[config.mk]
export PLATFORM = sky130hd
export DESIGN_NAME = fetch_stage
export DESIGN_NICKNAME = d
export VERILOG_FILES = /design/src/rtl/fetch_stage.sv
export SDC_FILE = /design/constraint.sdc
export NUM_CORES = 1
export LEC_CHECK = 0
export BUFFER_PORTS_ARGS = -buffer_cell sky130_fd_sc_hd__buf_2
export CAP_MARGIN = 25
export CORE_ASPECT_RATIO = 1.25
export CORE_MARGIN = 2
export CORE_UTILIZATION = 49
export CTS_CLUSTER_SIZE = 8
export DETAILED_ROUTE_END_ITERATION = 7
export GPL_ROUTABILITY_DRIVEN = 0
export PLACE_DENSITY = 0.9
export SETUP_SLACK_MARGIN = 0.3
export SLEW_MARGIN = 20
export SYNTH_ARGS = -nofsm -noshare
export SYNTH_HDL_FRONTEND = slang
export SYNTH_SLANG_ARGS = --single-unit
[constraint.sdc]
create_clock -name clk -period 2.75 [get_ports clk]
set_input_delay 0 -clock clk [delete_from_list [all_inputs] [get_ports clk]]
set_output_delay 0 -clock clk [all_outputs]
set_load 0.005 [all_outputs]
[src/rtl/fetch_stage.sv]
// Instruction fetch stage: PC register, redirect selection and the IF/ID
// pipeline register, plus saturating stall/flush event counters.
module fetch_stage #(
    parameter logic [31:0] RESET_PC = 32'h0000_0000,
    parameter int          CNT_W    = 16
) (
    input  logic             clk,
    input  logic             reset,
    input  logic             PC_WriteEn,
    input  logic             IFID_WriteEn,
    input  logic             IF_flush,
    input  logic             jump,
    input  logic [31:0]      jump_target,
    input  logic             bne,
    input  logic [31:0]      branch_target,
    input  logic             jr,
    input  logic [31:0]      jr_target,
    output logic [31:0]      imem_addr,
    input  logic [31:0]      imem_data,
    output logic [31:0]      IFID_PC4,
    output logic [31:0]      IFID_Instr,
    output logic             IFID_Valid,
    output logic [CNT_W-1:0] stall_count,
    output logic [CNT_W-1:0] flush_count
);

    localparam logic [CNT_W-1:0] CNT_MAX = {CNT_W{1'b1}};
    localparam logic [CNT_W-1:0] CNT_ONE = CNT_W'(1);

    logic [31:0]      pc_q, pc_d;
    logic [31:0]      pc4;
    logic [31:0]      instr_q, instr_d;
    logic [31:0]      ifpc4_q, ifpc4_d;
    logic             valid_q, valid_d;
    logic [CNT_W-1:0] stall_q, stall_d;
    logic [CNT_W-1:0] flush_q, flush_d;

    assign pc4 = pc_q + 32'd4;

    // Redirects can be requested together; jr wins, then bne, then jump.
    always_comb begin
        pc_d = pc_q;
        if (PC_WriteEn) begin
            priority case (1'b1)
                jr:      pc_d = {jr_target[31:2], 2'b00};
                bne:     pc_d = {branch_target[31:2], 2'b00};
                jump:    pc_d = {jump_target[31:2], 2'b00};
                default: pc_d = pc4;
            endcase
        end
    end

    always_comb begin
        instr_d = instr_q;
        ifpc4_d = ifpc4_q;
        valid_d = valid_q;
        if (IF_flush) begin
            instr_d = 32'd0;
            ifpc4_d = 32'd0;
            valid_d = 1'b0;
        end else if (IFID_WriteEn) begin
            instr_d = imem_data;
            ifpc4_d = pc4;
            valid_d = 1'b1;
        end
    end

    // A flush during a stall counts as a flush, not a stall.
    always_comb begin
        stall_d = stall_q;
        flush_d = flush_q;
        if (IF_flush) begin
            if (flush_q != CNT_MAX) flush_d = flush_q + CNT_ONE;
        end else if (!IFID_WriteEn) begin
            if (stall_q != CNT_MAX) stall_d = stall_q + CNT_ONE;
        end
    end

    always_ff @(posedge clk) begin
        if (reset) begin
            pc_q    <= RESET_PC;
            instr_q <= 32'd0;
            ifpc4_q <= 32'd0;
            valid_q <= 1'b0;
            stall_q <= '0;
            flush_q <= '0;
        end else begin
            pc_q    <= pc_d;
            instr_q <= instr_d;
            ifpc4_q <= ifpc4_d;
            valid_q <= valid_d;
            stall_q <= stall_d;
            flush_q <= flush_d;
        end
    end

    assign imem_addr   = pc_q;
    assign IFID_Instr  = instr_q;
    assign IFID_PC4    = ifpc4_q;
    assign IFID_Valid  = valid_q;
    assign stall_count = stall_q;
    assign flush_count = flush_q;

endmodule

==> results by stage <==
Status:
- The flow ran to the end, and the final reports show no timing, DRC or antenna violations.

Logic synthesis:
- The prevailing post-synth register cell is sky130_fd_sc_hd__dfxtp_1.
- Summed over its instances, the top area cell type makes up 39.05% of the synthesized netlist area.
- The commonest cells after synthesis are 125 x sky130_fd_sc_hd__dfxtp_1, 113 x sky130_fd_sc_hd__nor2_1, 57 x sky130_fd_sc_hd__a21oi_1.
- The count of different cell masters after synthesis is 59.
- The synthesized area per cell is 8.225 µm².
- The count of mapped cells out of synthesis is 779.
- Among all cell types in the netlist, the one instantiated most often is sky130_fd_sc_hd__dfxtp_1.
- In this run the cell area of the synthesized design comes to 6407 µm².
- The flip-flop and latch count after synthesis is 125.
- In the synthesized netlist the async set-or-reset flop fraction comes to 0%.
- The biggest area contributor in the post-synthesis netlist is sky130_fd_sc_hd__dfxtp_1.
- The synthesis warning total is 0.
- After synthesis, the cell types taking the most area are sky130_fd_sc_hd__dfxtp_1 39%, sky130_fd_sc_hd__mux2i_1 6.7%, sky130_fd_sc_hd__nor2_1 6.6%.
- Counting flops with a built-in enable in the synthesized netlist gives 0.
- Of the synthesized area, sequential elements account for 39.05%.

Floorplanning:
- For this configuration, the core starts out at a cell density of 50.37%.
- Row generation in the floorplan step produced 46 rows.
- The I/O pin count is 265.
- The full die area is 14,010 µm².
- The die boundary width is 106.3 µm.
- The placeable core area is 12,720 µm².
- The die is 131.9 µm tall.

Clock tree:
- The longest clock path from root to sink contains 2 buffers.
- TritonCTS built the clock tree.
- The tree built by TritonCTS fans out to 125 sinks.
- At the later pin of the worst-skew pair, clock insertion delay measures 0.40 ns.
- The number of buffers created by CTS is 17.
- The cell sitting at the root of the clock tree is a sky130_fd_sc_hd__clkbuf_16.
- The number of H-tree levels is 4.
- The clock-pin slew reported for the worst setup and hold paths after clock tree synthesis is 0.06 ns.

STA:
- The final clock skew is 0.009380 ns.
- The actual transition at the worst max-transition pin is 0.8830 ns.
- The worst slew margin relative to its limit is 41.01%.
- The number of pins with negative max-slew slack in the final report was 0.
- Summed over all failing endpoints, the final setup total negative slack is 0 ns.
- The worst hold slack is 0.01286 ns.
- Setup violations remaining at the end of the flow were counted as 0.
- Setup repair after global routing left no endpoint under its margin.
- Static timing analysis puts the maximum clock frequency at 0.4248 GHz.
- The final period utilization is 85.60%.
- The final critical path time including I/O delays and setup is 2.354 ns.
- The hold violation total from the final report is 0.

Detailed routing:
- The iteration-0 DRC count of the detailed router is 566.
- The routed length per placed instance is 17.74 µm.
- The routed layout has 7,228 vias.
- The count of nets left with antenna violations once routing finished came out at 0.
- The number of DRC violations after detailed routing is 0.
- Dividing the detail-routed via count by the number of cells gives 5.755.
- The first detailed-routing pass ran for 6 iterations.
- The final wirelength is 22,280 µm.

Worst setup path:
- On the worst path, the slowest cell contributes a delay of 0.59 ns.
- The worst register-to-register path begins at imem_addr[3].
- The critical path endpoint category is a flop.
- The maximum net fanout on the critical path is 7.
- The data arrival at the endpoint of the critical path is 2.64 ns.
- In this run the register-to-register setup slack is 0.40 ns.
- In this run the critical register-to-register path is captured at imem_addr[4].
- The critical path in this run is classified as flop to flop.
- The worst reg2reg path depth is 7.
- The signal on the critical path passes through ha_2, xnor2_1, nand2_1, o211a_1, a211oi_1, o32ai_1, dlygate4sd3_1.
- The endpoint required time on the critical path is 3.04 ns.
- The category of the worst setup path launch point is a flop.
- The slowest cell on the critical path is sky130_fd_sc_hd__dlygate4sd3_1.

Run:
- The total of max-cap violations is 0.

Finish:
- From synthesis to final layout, the design area changed by 41.42%.
- After the last flow step, the layout net total stands at 1,214.
- Cells with a size suffix above 1 make up 29.14% of the layout.
- The number of inserted diodes is 0.
- After filler insertion, the fill cell instance count of the layout stands at 1,032.
- The final standard cell utilization of the core is 71.24%.

Power:
- The areal power density over the cells is 566.7 nW/µm².
- Across the VDD grid, the largest voltage drop is 0.3484 mV.
- The analysis attributes to cell leakage a power of 3.945 nW.

GRT:
- Global routing finished with a remaining overflow of 0.
- The global-route wire length before repair is 34,760 µm.
- Entering global routing, the biggest net connects 62 pins.
- The via count of the first global-routing pass came to 7,050.
- The initial antenna violation count is 0.
- The combined global-route utilization of all metal layers is 31.05%.

Hold path:
- The worst hold path terminates at imem_addr[23].
- In this run the most critical hold path is launched from jr_target[23].
- The worst hold path was traced through 5 stages.
- The path class of the tightest hold or removal check is input pin to flop.

Place:
- The number of input and output port buffers inserted is 254.
- Detailed placement finished with a half-perimeter wire length of 15,620 µm.
[final cells by class]
type / instances / area, µm² / area share, %
Inverter: 15 / 56.30 / 0.6214
Multi-Input combinational cell: 585 / 3617 / 39.92
Timing Repair Buffer: 331 / 2019 / 22.29
Clock inverter: 13 / 212.7 / 2.347
Clock buffer: 19 / 442.9 / 4.888
Tap cell: 168 / 210.2 / 2.320
Sequential cell: 125 / 2502 / 27.62
[cell usage in the layout, fill, tap and decap left out, drive strengths merged, types with 17 or more instances in the layout]
master	instances
dlygate4sd3	67
a21oi	57
nand4	19
xnor2	33
nand2	51
buf	264
nand3	25
nor3	17
clkbuf	19
nor2	113
mux2i	43
o21ai	49
dfxtp	125
a211oi	22
[layer usage]
metal  vias up  GRT usage, %  share of wire, %
met1      3352         34.60                37
met5         -             0                 0
met4         0         17.40               5.1
met3        89         6.723               7.5
li1       3415             -                 -
met2       372         54.20                50
[logic make-up after synthesis]
| group | Yosys count | synth area share, % |
|---|---|---|
| other | 1 | 0.05853 |
| flip-flops | 125 | 39.05 |
| AO/OA/AOI/OAI | 203 | 20.33 |
| buffers and inverters | 72 | 4.706 |
| adder cells (fa/ha/maj) | 3 | 0.5859 |
| AND/OR/NAND/NOR | 286 | 22.26 |
| XOR/XNOR | 46 | 6.288 |
| multiplexers | 43 | 6.717 |
[registers in the layout, indices dropped and copies added, names as in the netlist]
| signal | cells |
|---|---|
| IFID_Instr | 32 |
| IFID_PC4 | 30 |
| IFID_Valid | 1 |
| flush_count | 16 |
| imem_addr | 30 |
| stall_count | 16 |
[per-stage QoR]
stage / instance area (µm²) / std cells / power [mW] / worst slack [ns]
6_report: 9061 / 1256 / 5.135 / 0.3960
2_1_floorplan: 6419 / 782 / 2.315 / 0.7808
5_1_grt: 9061 / 1256 / 5.280 / 0.2980
3_3_place_gp: 7732 / 1157 / 2.570 / 0.6486
3_5_place_dp: 7732 / 1157 / 2.588 / 0.6076
4_1_cts: 9059 / 1256 / 5.134 / 0.4407
[power by group]
part | total (mW) | internal (mW) | switching (mW)
combinational | 0.675 | 0.323 | 0.352
clock | 2.49 | 1.64 | 0.848
sequential | 1.97 | 1.89 | 0.0851
total | 5.13 | 3.85 | 1.29
[worst max-delay path by stage]
stage | start | end | slack, ns | cells after the start
floorplan | imem_addr[6] | imem_addr[25] | 0.78 | 6
global placement | imem_addr[6] | imem_addr[19] | 0.65 | 5
detailed placement | imem_addr[5] | imem_addr[19] | 0.61 | 5
CTS | imem_addr[3] | imem_addr[4] | 0.44 | 7
global route | imem_addr[3] | imem_addr[4] | 0.30 | 7
finish | imem_addr[3] | imem_addr[4] | 0.40 | 7
[timing repair]
| action | 4_1_cts | 5_1_grt |
|---|---|---|
| endpoints found under the hold margin | 52 | 0 |
| buffers inserted | 0 | 0 |
| endpoints found under the setup margin | 0 | 1 |
| gates resized for setup | 0 | 1 |
| hold buffers | 67 | 0 |
[worst max-delay path: cells and delay by family, from the launching register on]
family | cells | cell delay [ns]
AOI/OAI and AO/OA | 3 | 0.58
xor gates and xnor gates | 1 | 0.17
adders and majority gates | 1 | 0.30
buffers and inverters | 1 | 0.59
DFF | 1 | 0.45
and+or+nand+nor | 1 | 0.14
No activity file was read; power rests on OpenSTA's default activity.
